<file path="src/rtl/ysyx_22050368_idu_stage.sv">
// ysyx_22050368_idu_stage: registered RV32I/RV64I decode stage with a 2-entry skid buffer and flush.
// Optional: define YSYX_22050368_IDU_MEXT_EN to decode M-extension (MULDIV) encodings instead of flagging them illegal.
module ysyx_22050368_idu_stage #(
  parameter int XLEN        = 32,
  parameter int RFIDX_WIDTH = 5,
  parameter int INST_WIDTH  = 32
) (
  input  logic                   clk,
  input  logic                   rst_n,
  input  logic                   in_valid,
  output logic                   in_ready,
  input  logic [INST_WIDTH-1:0]  in_inst,
  input  logic [XLEN-1:0]        in_pc,
  input  logic                   flush,
  output logic                   out_valid,
  input  logic                   out_ready,
  output logic [XLEN-1:0]        out_pc,
  output logic [RFIDX_WIDTH-1:0] dec_rs1idx,
  output logic [RFIDX_WIDTH-1:0] dec_rs2idx,
  output logic [RFIDX_WIDTH-1:0] dec_rdidx,
  output logic                   dec_rs1en,
  output logic                   dec_rs2en,
  output logic                   dec_rdwen,
  output logic                   dec_rs1x0,
  output logic                   dec_rs2x0,
  output logic [XLEN-1:0]        dec_imm,
  output logic [2:0]             dec_grp,
  output logic [2:0]             dec_funct3,
  output logic                   dec_alt,
  output logic                   dec_word,
  output logic                   dec_illegal
);
  localparam bit rv64 = (XLEN == 64);
  localparam logic [6:0] opc_lui    = 7'b0110111;
  localparam logic [6:0] opc_auipc  = 7'b0010111;
  localparam logic [6:0] opc_jal    = 7'b1101111;
  localparam logic [6:0] opc_jalr   = 7'b1100111;
  localparam logic [6:0] opc_branch = 7'b1100011;
  localparam logic [6:0] opc_load   = 7'b0000011;
  localparam logic [6:0] opc_store  = 7'b0100011;
  localparam logic [6:0] opc_opimm  = 7'b0010011;
  localparam logic [6:0] opc_op     = 7'b0110011;
  localparam logic [6:0] opc_fence  = 7'b0001111;
  localparam logic [6:0] opc_system = 7'b1110011;
  localparam logic [6:0] opc_opimm32 = 7'b0011011;
  localparam logic [6:0] opc_op32   = 7'b0111011;

  typedef struct packed {
    logic [XLEN-1:0]        pc;
    logic [RFIDX_WIDTH-1:0] rs1idx;
    logic [RFIDX_WIDTH-1:0] rs2idx;
    logic [RFIDX_WIDTH-1:0] rdidx;
    logic                   rs1en;
    logic                   rs2en;
    logic                   rdwen;
    logic                   rs1x0;
    logic                   rs2x0;
    logic [XLEN-1:0]        imm;
    logic [2:0]             grp;
    logic [2:0]             funct3;
    logic                   alt;
    logic                   word;
    logic                   illegal;
  } dec_t;

  logic [6:0] w_opc, w_f7;
  logic [2:0] w_f3;
  logic w_lui, w_auipc, w_jal, w_jalr, w_br, w_ld, w_st, w_opi, w_op, w_fence, w_sys, w_opi32, w_op32;
  logic w_known, w_muldiv, w_f7_ok, w_mext_bad, w_ill;
  logic [31:0] w_imm_i, w_imm_s, w_imm_b, w_imm_u, w_imm_j, w_imm32;
  logic w_acc;
  dec_t w_dec, r_or, r_sk;
  logic r_or_v, r_sk_v;

  assign w_opc = in_inst[6:0];
  assign w_f3  = in_inst[14:12];
  assign w_f7  = in_inst[31:25];

  assign w_lui   = w_opc == opc_lui;
  assign w_auipc = w_opc == opc_auipc;
  assign w_jal   = w_opc == opc_jal;
  assign w_jalr  = w_opc == opc_jalr;
  assign w_br    = w_opc == opc_branch;
  assign w_ld    = w_opc == opc_load;
  assign w_st    = w_opc == opc_store;
  assign w_opi   = w_opc == opc_opimm;
  assign w_op    = w_opc == opc_op;
  assign w_fence = w_opc == opc_fence;
  assign w_sys   = w_opc == opc_system;
  assign w_opi32 = w_opc == opc_opimm32;
  assign w_op32  = w_opc == opc_op32;

  assign w_known = w_lui | w_auipc | w_jal | w_jalr | w_br | w_ld | w_st | w_opi | w_op
                 | w_fence | w_sys | w_opi32 | w_op32;

  // OP-class funct7: base ops, SUB/SRA alternate, or the M-extension row
  assign w_muldiv = (w_op | w_op32) & (w_f7 == 7'b0000001);
  assign w_f7_ok  = (w_f7 == 7'b0) | ((w_f7 == 7'b0100000) & ((w_f3 == 3'b000) | (w_f3 == 3'b101))) | w_muldiv;

`ifdef YSYX_22050368_IDU_MEXT_EN
  assign w_mext_bad = 1'b0;
`else
  assign w_mext_bad = w_muldiv;
`endif

  // RV32 has no *-32 opcodes and only 5-bit shift amounts
  assign w_ill = !w_known
               | (!rv64 & (w_opi32 | w_op32))
               | (!rv64 & w_opi & ((w_f3 == 3'b001) | (w_f3 == 3'b101)) & in_inst[25])
               | ((w_op | w_op32) & !w_f7_ok)
               | w_mext_bad;

  assign w_imm_i = {{20{in_inst[31]}}, in_inst[31:20]};
  assign w_imm_s = {{20{in_inst[31]}}, in_inst[31:25], in_inst[11:7]};
  assign w_imm_b = {{19{in_inst[31]}}, in_inst[31], in_inst[7], in_inst[30:25], in_inst[11:8], 1'b0};
  assign w_imm_u = {in_inst[31:12], 12'b0};
  assign w_imm_j = {{11{in_inst[31]}}, in_inst[31], in_inst[19:12], in_inst[20], in_inst[30:21], 1'b0};

  assign w_imm32 = w_ill ? 32'd0
                 : (w_opi | w_opi32 | w_ld | w_jalr | w_fence) ? w_imm_i
                 : w_st ? w_imm_s
                 : w_br ? w_imm_b
                 : (w_lui | w_auipc) ? w_imm_u
                 : w_jal ? w_imm_j
                 : 32'd0;

  // Combinational decode of the incoming instruction, captured on accept
  always_comb begin
    w_dec         = '0;
    w_dec.pc      = in_pc;
    w_dec.rs1idx  = RFIDX_WIDTH'(in_inst[19:15]);
    w_dec.rs2idx  = RFIDX_WIDTH'(in_inst[24:20]);
    w_dec.rdidx   = RFIDX_WIDTH'(in_inst[11:7]);
    w_dec.rs1x0   = in_inst[19:15] == 5'd0;
    w_dec.rs2x0   = in_inst[24:20] == 5'd0;
    w_dec.rs1en   = !w_ill & !(w_lui | w_auipc | w_jal);
    w_dec.rs2en   = !w_ill & (w_op | w_op32 | w_st | w_br);
    w_dec.rdwen   = !w_ill & !(w_st | w_br | w_fence | (w_sys & (w_f3 == 3'b000))) & (|in_inst[11:7]);
    w_dec.imm     = XLEN'($signed(w_imm32));
    w_dec.grp     = w_ill ? 3'b111
                  : w_muldiv ? 3'b100
                  : (w_jal | w_jalr | w_br) ? 3'b001
                  : (w_ld | w_st) ? 3'b010
                  : (w_sys | w_fence) ? 3'b011
                  : 3'b000;
    w_dec.funct3  = w_f3;
    w_dec.alt     = in_inst[30];
    w_dec.word    = rv64 & (w_opi32 | w_op32);
    w_dec.illegal = w_ill;
  end

  assign in_ready = !r_sk_v;
  assign w_acc    = in_valid & !r_sk_v & !flush;

  // Output register plus skid entry; OR is always older than SK, flush dominates
  always_ff @(posedge clk or negedge rst_n) begin
    if (!rst_n) begin
      r_or_v <= 1'b0;
      r_sk_v <= 1'b0;
      r_or   <= '0;
      r_sk   <= '0;
    end else if (flush) begin
      r_or_v <= 1'b0;
      r_sk_v <= 1'b0;
    end else if (!r_or_v | out_ready) begin
      r_or_v <= r_sk_v | w_acc;
      r_sk_v <= 1'b0;
      if (r_sk_v) r_or <= r_sk;
      else if (w_acc) r_or <= w_dec;
    end else if (w_acc) begin
      r_sk   <= w_dec;
      r_sk_v <= 1'b1;
    end
  end

  assign out_valid   = r_or_v;
  assign out_pc      = r_or.pc;
  assign dec_rs1idx  = r_or.rs1idx;
  assign dec_rs2idx  = r_or.rs2idx;
  assign dec_rdidx   = r_or.rdidx;
  assign dec_rs1en   = r_or.rs1en;
  assign dec_rs2en   = r_or.rs2en;
  assign dec_rdwen   = r_or.rdwen;
  assign dec_rs1x0   = r_or.rs1x0;
  assign dec_rs2x0   = r_or.rs2x0;
  assign dec_imm     = r_or.imm;
  assign dec_grp     = r_or.grp;
  assign dec_funct3  = r_or.funct3;
  assign dec_alt     = r_or.alt;
  assign dec_word    = r_or.word;
  assign dec_illegal = r_or.illegal;
endmodule

</file>
<file path="config.mk">
export PLATFORM = sky130hd
export DESIGN_NAME = ysyx_22050368_idu_stage
export DESIGN_NICKNAME = d
export VERILOG_FILES = /design/src/rtl/ysyx_22050368_idu_stage.sv
export SDC_FILE = /design/constraint.sdc
export NUM_CORES = 1
export LEC_CHECK = 0
export ABC_AREA = 1
export ABC_CLOCK_PERIOD_IN_PS = 1830
export BUFFER_PORTS_ARGS = -buffer_cell sky130_fd_sc_hd__buf_4
export CAP_MARGIN = 20
export CORE_MARGIN = 4
export CORE_UTILIZATION = 56
export DETAILED_ROUTE_END_ITERATION = 12
export PLACE_DENSITY = 0.83
export SETUP_SLACK_MARGIN = 0.3
export SYNTH_ARGS = -nofsm -noshare
export SYNTH_HDL_FRONTEND = slang
export SYNTH_SLANG_ARGS = --single-unit
export TNS_END_PERCENT = 50
</file>
<file path="constraint.sdc">
create_clock -name clk -period 1.83 [get_ports clk]
set_clock_uncertainty 0.2 [all_clocks]
set_input_delay 0.183 -clock clk [delete_from_list [all_inputs] [get_ports clk]]
set_output_delay 0.183 -clock clk [all_outputs]
set_load 0.01 [all_outputs]
</file>
Yosys cells after proc, flatten, opt, wreduce, memory -nomap -nowiden
Cells that the tools add are included.
{"block": "totals", "register_bits": 187, "latchBits": 0, "mem_bits_rw": 0, "romBits": 0, "inputBits": 69, "word_cells": 135, "mem_count": 0}
{"block": "op_classes", "addsub": 0, "multipliers": 0, "n_div": 0, "order_cmp": 0, "n_eq_ne": 17, "shifts": 0, "n_mux": 18, "n_bitwise": 51, "reduce_logical": 18}
{"cell": "$mux W32", "n": 6}
{"cell": "$mux W93", "n": 2}
{"cell": "$or A1 B1 Y1", "n": 37}
{"cell": "$eq A7 B6 Y1 const B", "n": 5}
{"cell": "$eq A7 B7 Y1 const B", "n": 4}
{"cell": "$eq A7 B5 Y1 const B", "n": 3}
{"cell": "$and A1 B1 Y1", "n": 12}
{"cell": "$logic_not A5 Y1", "n": 2}
{"cell": "$logic_not A1 Y1", "n": 8}
{"cell": "$eq A7 B1 Y1 const B", "n": 1}
{"cell": "$eq A7 B2 Y1 const B", "n": 1}
{"cell": "$eq A7 B4 Y1 const B", "n": 1}
{"cell": "$logic_not A7 Y1", "n": 1}
{"cell": "$mux W2", "n": 3}
{"cell": "$mux W3", "n": 2}
{"cell": "$reduce_and A3 Y1", "n": 2}
{"cell": "$mux W1", "n": 5}
{"cell": "$reduce_or A5 Y1", "n": 1}
{"cell": "$reduce_bool A2 Y1", "n": 2}
{"cell": "$eq A3 B1 Y1 const B", "n": 1}
{"cell": "$eq A3 B3 Y1 const B", "n": 1}
{"cell": "$logic_not A3 Y1", "n": 1}
{"cell": "$reduce_bool A3 Y1", "n": 1}
{"cell": "$not A1 Y1", "n": 2}

Logic depth before layout (Yosys ltp)
{"block": "logic_depth", "ltp_word": 23, "ltp_mapped": 13}

Worst setup path before layout
OpenSTA, ideal clock, no wires.
{"block": "synth_timing", "path_kind": "reg-to-reg", "start": "register r_or_v, in the netlist out_valid", "end": "register r_or, in the netlist out_pc[28]", "t_arrival_ns": 1.388, "path_slack_ns": 0.109, "stages_incl_launch_ff": 8, "path_buffers": 2, "path_cell_list": "dfrtp_1 > inv_1 > nor2_1 > nand2_1 > nand2_1 > clkbuf_1 > clkbuf_1 > o21ai_0"}
{"block": "synth_via", "elab_chain_cells": 3}
{"item": "start, declared", "line_no": "73", "source": "logic r_or_v, r_sk_v;"}
{"item": "start signal, assigned", "line_no": "166", "source": "r_or_v <= r_sk_v | w_acc;"}
{"item": "$logic_not A1 Y1", "line_no": "165", "source": "end else if (!r_or_v | out_ready) begin"}
{"item": "$or A1 B1 Y1", "line_no": "165"}
{"item": "$reduce_and A3 Y1 (no source line)"}
{"item": "end signal, assigned", "line_no": "168", "source": "if (r_sk_v) r_or <= r_sk;"}
{"item": "end signal, assigned", "line_no": "169", "source": "else if (w_acc) r_or <= w_dec;"}
{"item": "end, declared", "line_no": "72", "source": "dec_t w_dec, r_or, r_sk;"}
Every way passes these cells.
A chain may end at the register's enable or synchronous reset.

Worst setup path in the final report
{"block": "layout_timing", "start": "register r_or_v, in the netlist out_valid", "end": "register r_or, in the netlist dec_imm[14]"}
Same word-level chain as after synthesis.

==> metrics.txt <==
Die X=133 um; via count=8932; Post-synth ARST share=100%; row count=45; Root Driver=clkbuf_16; die area=0.0176 sq mm; CTS buffer count=17; maximum clock path buffer count=2; CP Data Required Time=2.00 ns; gr ovfl total=0; commonest cells in the netlist=453 x nand2_1, 186 x dfrtp_1, 185 x o21ai_0; Mean Syn Cell Area=7.58 sq um; DR WL/cell=17.6 um; Max Cap Viol=0; placed cells=1478; top-area cell type share of the netlist area=53.5%; DRT Wirelength=28.1 mm; Power Density=878 mW/mm^2; Netlist Area Pre-Place=0.00870 sq mm; Final setup viols=0; area growth from synthesis to layout=38.8%; Post-synth top flop=dfrtp_1; most frequent cell after synthesis=nand2_1; crit path DAT=1.83 ns; vias in the first global route=8482; unrepaired setup endpoints after global routing=yes; share of layout cells above drive strength 1=21.4%; final hold vios=0; synthesized net count=1217; total power=10.6 mW; number of DRC markers in iteration 0=935; initial antenna violation count=0; Worst-Skew Late Latency=0.43 ns; Crit. End Element=flip-flop; Synth area leaders=dfrtp_1 54%, nand2_1 20%, o21ai_0 11%, nor2_1 4.2%, inv_1 3.1%; CTS tree=built; Mapped Cells=1148; drt pass-1 iters=5; H-tree depth=4; Period Utilization, post-route=90.8%; Final ANT Viol Nets=0; # diodes=0; Worst-path clk slew=0.07 ns; Initial Util=57.2%; Port-buffer cells=162; min cycle time layout=1.66 ns; DRC Markers=0; LEAKAGE=6.71 nW; # nets final=1466; area leader, netlist=dfrtp_1; largest net degree at the start of global routing=84; critical path fanouts, max=32; Hold Path Class=in -> reg; # IOs=164; WS Path Type=reg -> reg; status=finished, final reports clean; Cell variety after synth=26; Tot GR Track Use=30.2%; core area=0.0152 sq mm; Non-Filler Instances=1598; first-pass GRT wire length=42.9 mm; Final Max Slew Viols=0; HPWL Detailed=15.7 mm; Post-synth EDFFs=0; Fmax=602 MHz; Seq/Total Area, Yosys=53.5%; pre-CTS worst setup slack=-0.0427 ns; die height=133 um; count of state elements after synthesis=186; Final Worst Setup Slack=0.169 ns; Sink Count=186; Peak VDD IR=715 uV; Vias/cell=5.59; RePlAce Congestion=0.916; yosys warns=0; CP Launch Type=flip-flop
-- cell usage in the layout (no fill, tap or decap), types with 21 or more instances in the layout --
cell,netlist,routed
nor2_1,98,93
nand3_1,24,23
nand2_1,453,445
dlygate4sd3_1,0,62
inv_1,71,66
clkbuf_16,0,21
buf_4,3,199
o21ai_0,185,151
dfrtp_1,186,185
o21ai_1,27,60
-- metrics by stage --
step	TNS [ns]	instance area [sq um]	hold slack (ns)	util (%)
detailed placement	-0.154	10400	-0.0347	68.3
global route	0	12100	0.0801	79.4
global placement	-0.00590	10400	-0.0319	68.3
finish	0	12100	0.0303	79.4
CTS	0	11900	0.00385	78.2
floorplan	0	8790	-0.313	-
-- logic make-up after synthesis --
group | synth area share (%)
simple gates | 26.8
compound gates | 13.1
flops | 53.5
buf+inv | 6.52
other cells | 0.0431
-- metal layers --
metal,up-vias,part of all wire (%),GRT usage [%]
met4,0,3.9,12.3
met3,108,7.7,5.21
li1,4109,-,-
met1,4173,39,39.5
met5,-,0,0
met2,542,49,50.4
-- power by group --
group | switching (mW) | internal, mW
clock network | 1.65 | 1.95
logic | 1.07 | 0.926
registers | 0.324 | 4.67
total | 3.05 | 7.55
-- sequential cells by signal (all words and copies together) (netlist names) --
| signal | count |
|---|---|
| r_sk | 92 |
| dec_imm | 32 |
| out_pc | 32 |
| dec_rdidx | 5 |
| dec_rs1idx | 5 |
| dec_rs2idx | 5 |
| dec_funct3 | 3 |
| dec_grp | 3 |
| dec_alt | 1 |
| dec_illegal | 1 |
| dec_rdwen | 1 |
| dec_rs1en | 1 |
| dec_rs1x0 | 1 |
| dec_rs2en | 1 |
| dec_rs2x0 | 1 |
| out_valid | 1 |
| r_sk_v | 1 |
-- timing repair --
action | in CTS | in global routing
endpoints found under the hold margin | 307 | 0
endpoints found under the setup margin | 171 | 186
resized for setup | 45 | 21
gates cloned | 5 | 7
setup buffers | 13 | 1
hold buffers | 62 | 0
pin swaps | 4 | 1
-- path summary, 6_finish.rpt --
path / start / to / slack [ns] / cells past startpoint
setup / recovery: out_valid$_DFFE_PN0N_ / dec_imm[14]$_DFFE_PN0P_ / 0.17 / 7
max in group asynchronous: rst_n / dec_imm[13]$_DFFE_PN0P_ / 0.74 / 3
hold / removal: in_inst[27] / r_sk[36]$_DFFE_PN0P_ / 0.03 / 5
setup reg to reg: out_valid$_DFFE_PN0N_ / dec_imm[14]$_DFFE_PN0P_ / 0.17 / 7
min in group asynchronous: rst_n / dec_imm[24]$_DFFE_PN0P_ / 0.07 / 2
hold reg to reg: dec_imm[23]$_DFFE_PN0P_ / dec_imm[23]$_DFFE_PN0P_ / 0.28 / 2
-- critical path, cell delays in order, from the launching register on --
cell	delay [ns]
dfrtp_1	0.35
inv_1	0.04
nor2_1	0.11
nand2_2	0.12
nand2_4	0.20
bufbuf_16	0.38
nand2_1	0.09
nand2_1	0.10
-- area by class of cell --
class	count	area [sq um]
Tap cell	188	235
Inverter	73	283
Fill cell	932	3130
Multi-Input combinational cell	824	3550
Clock inverter	13	116
Clock buffer	19	453
Sequential cell	186	4660
Timing Repair Buffer	295	2780
Note: power is estimated with default switching activity, not from simulation.
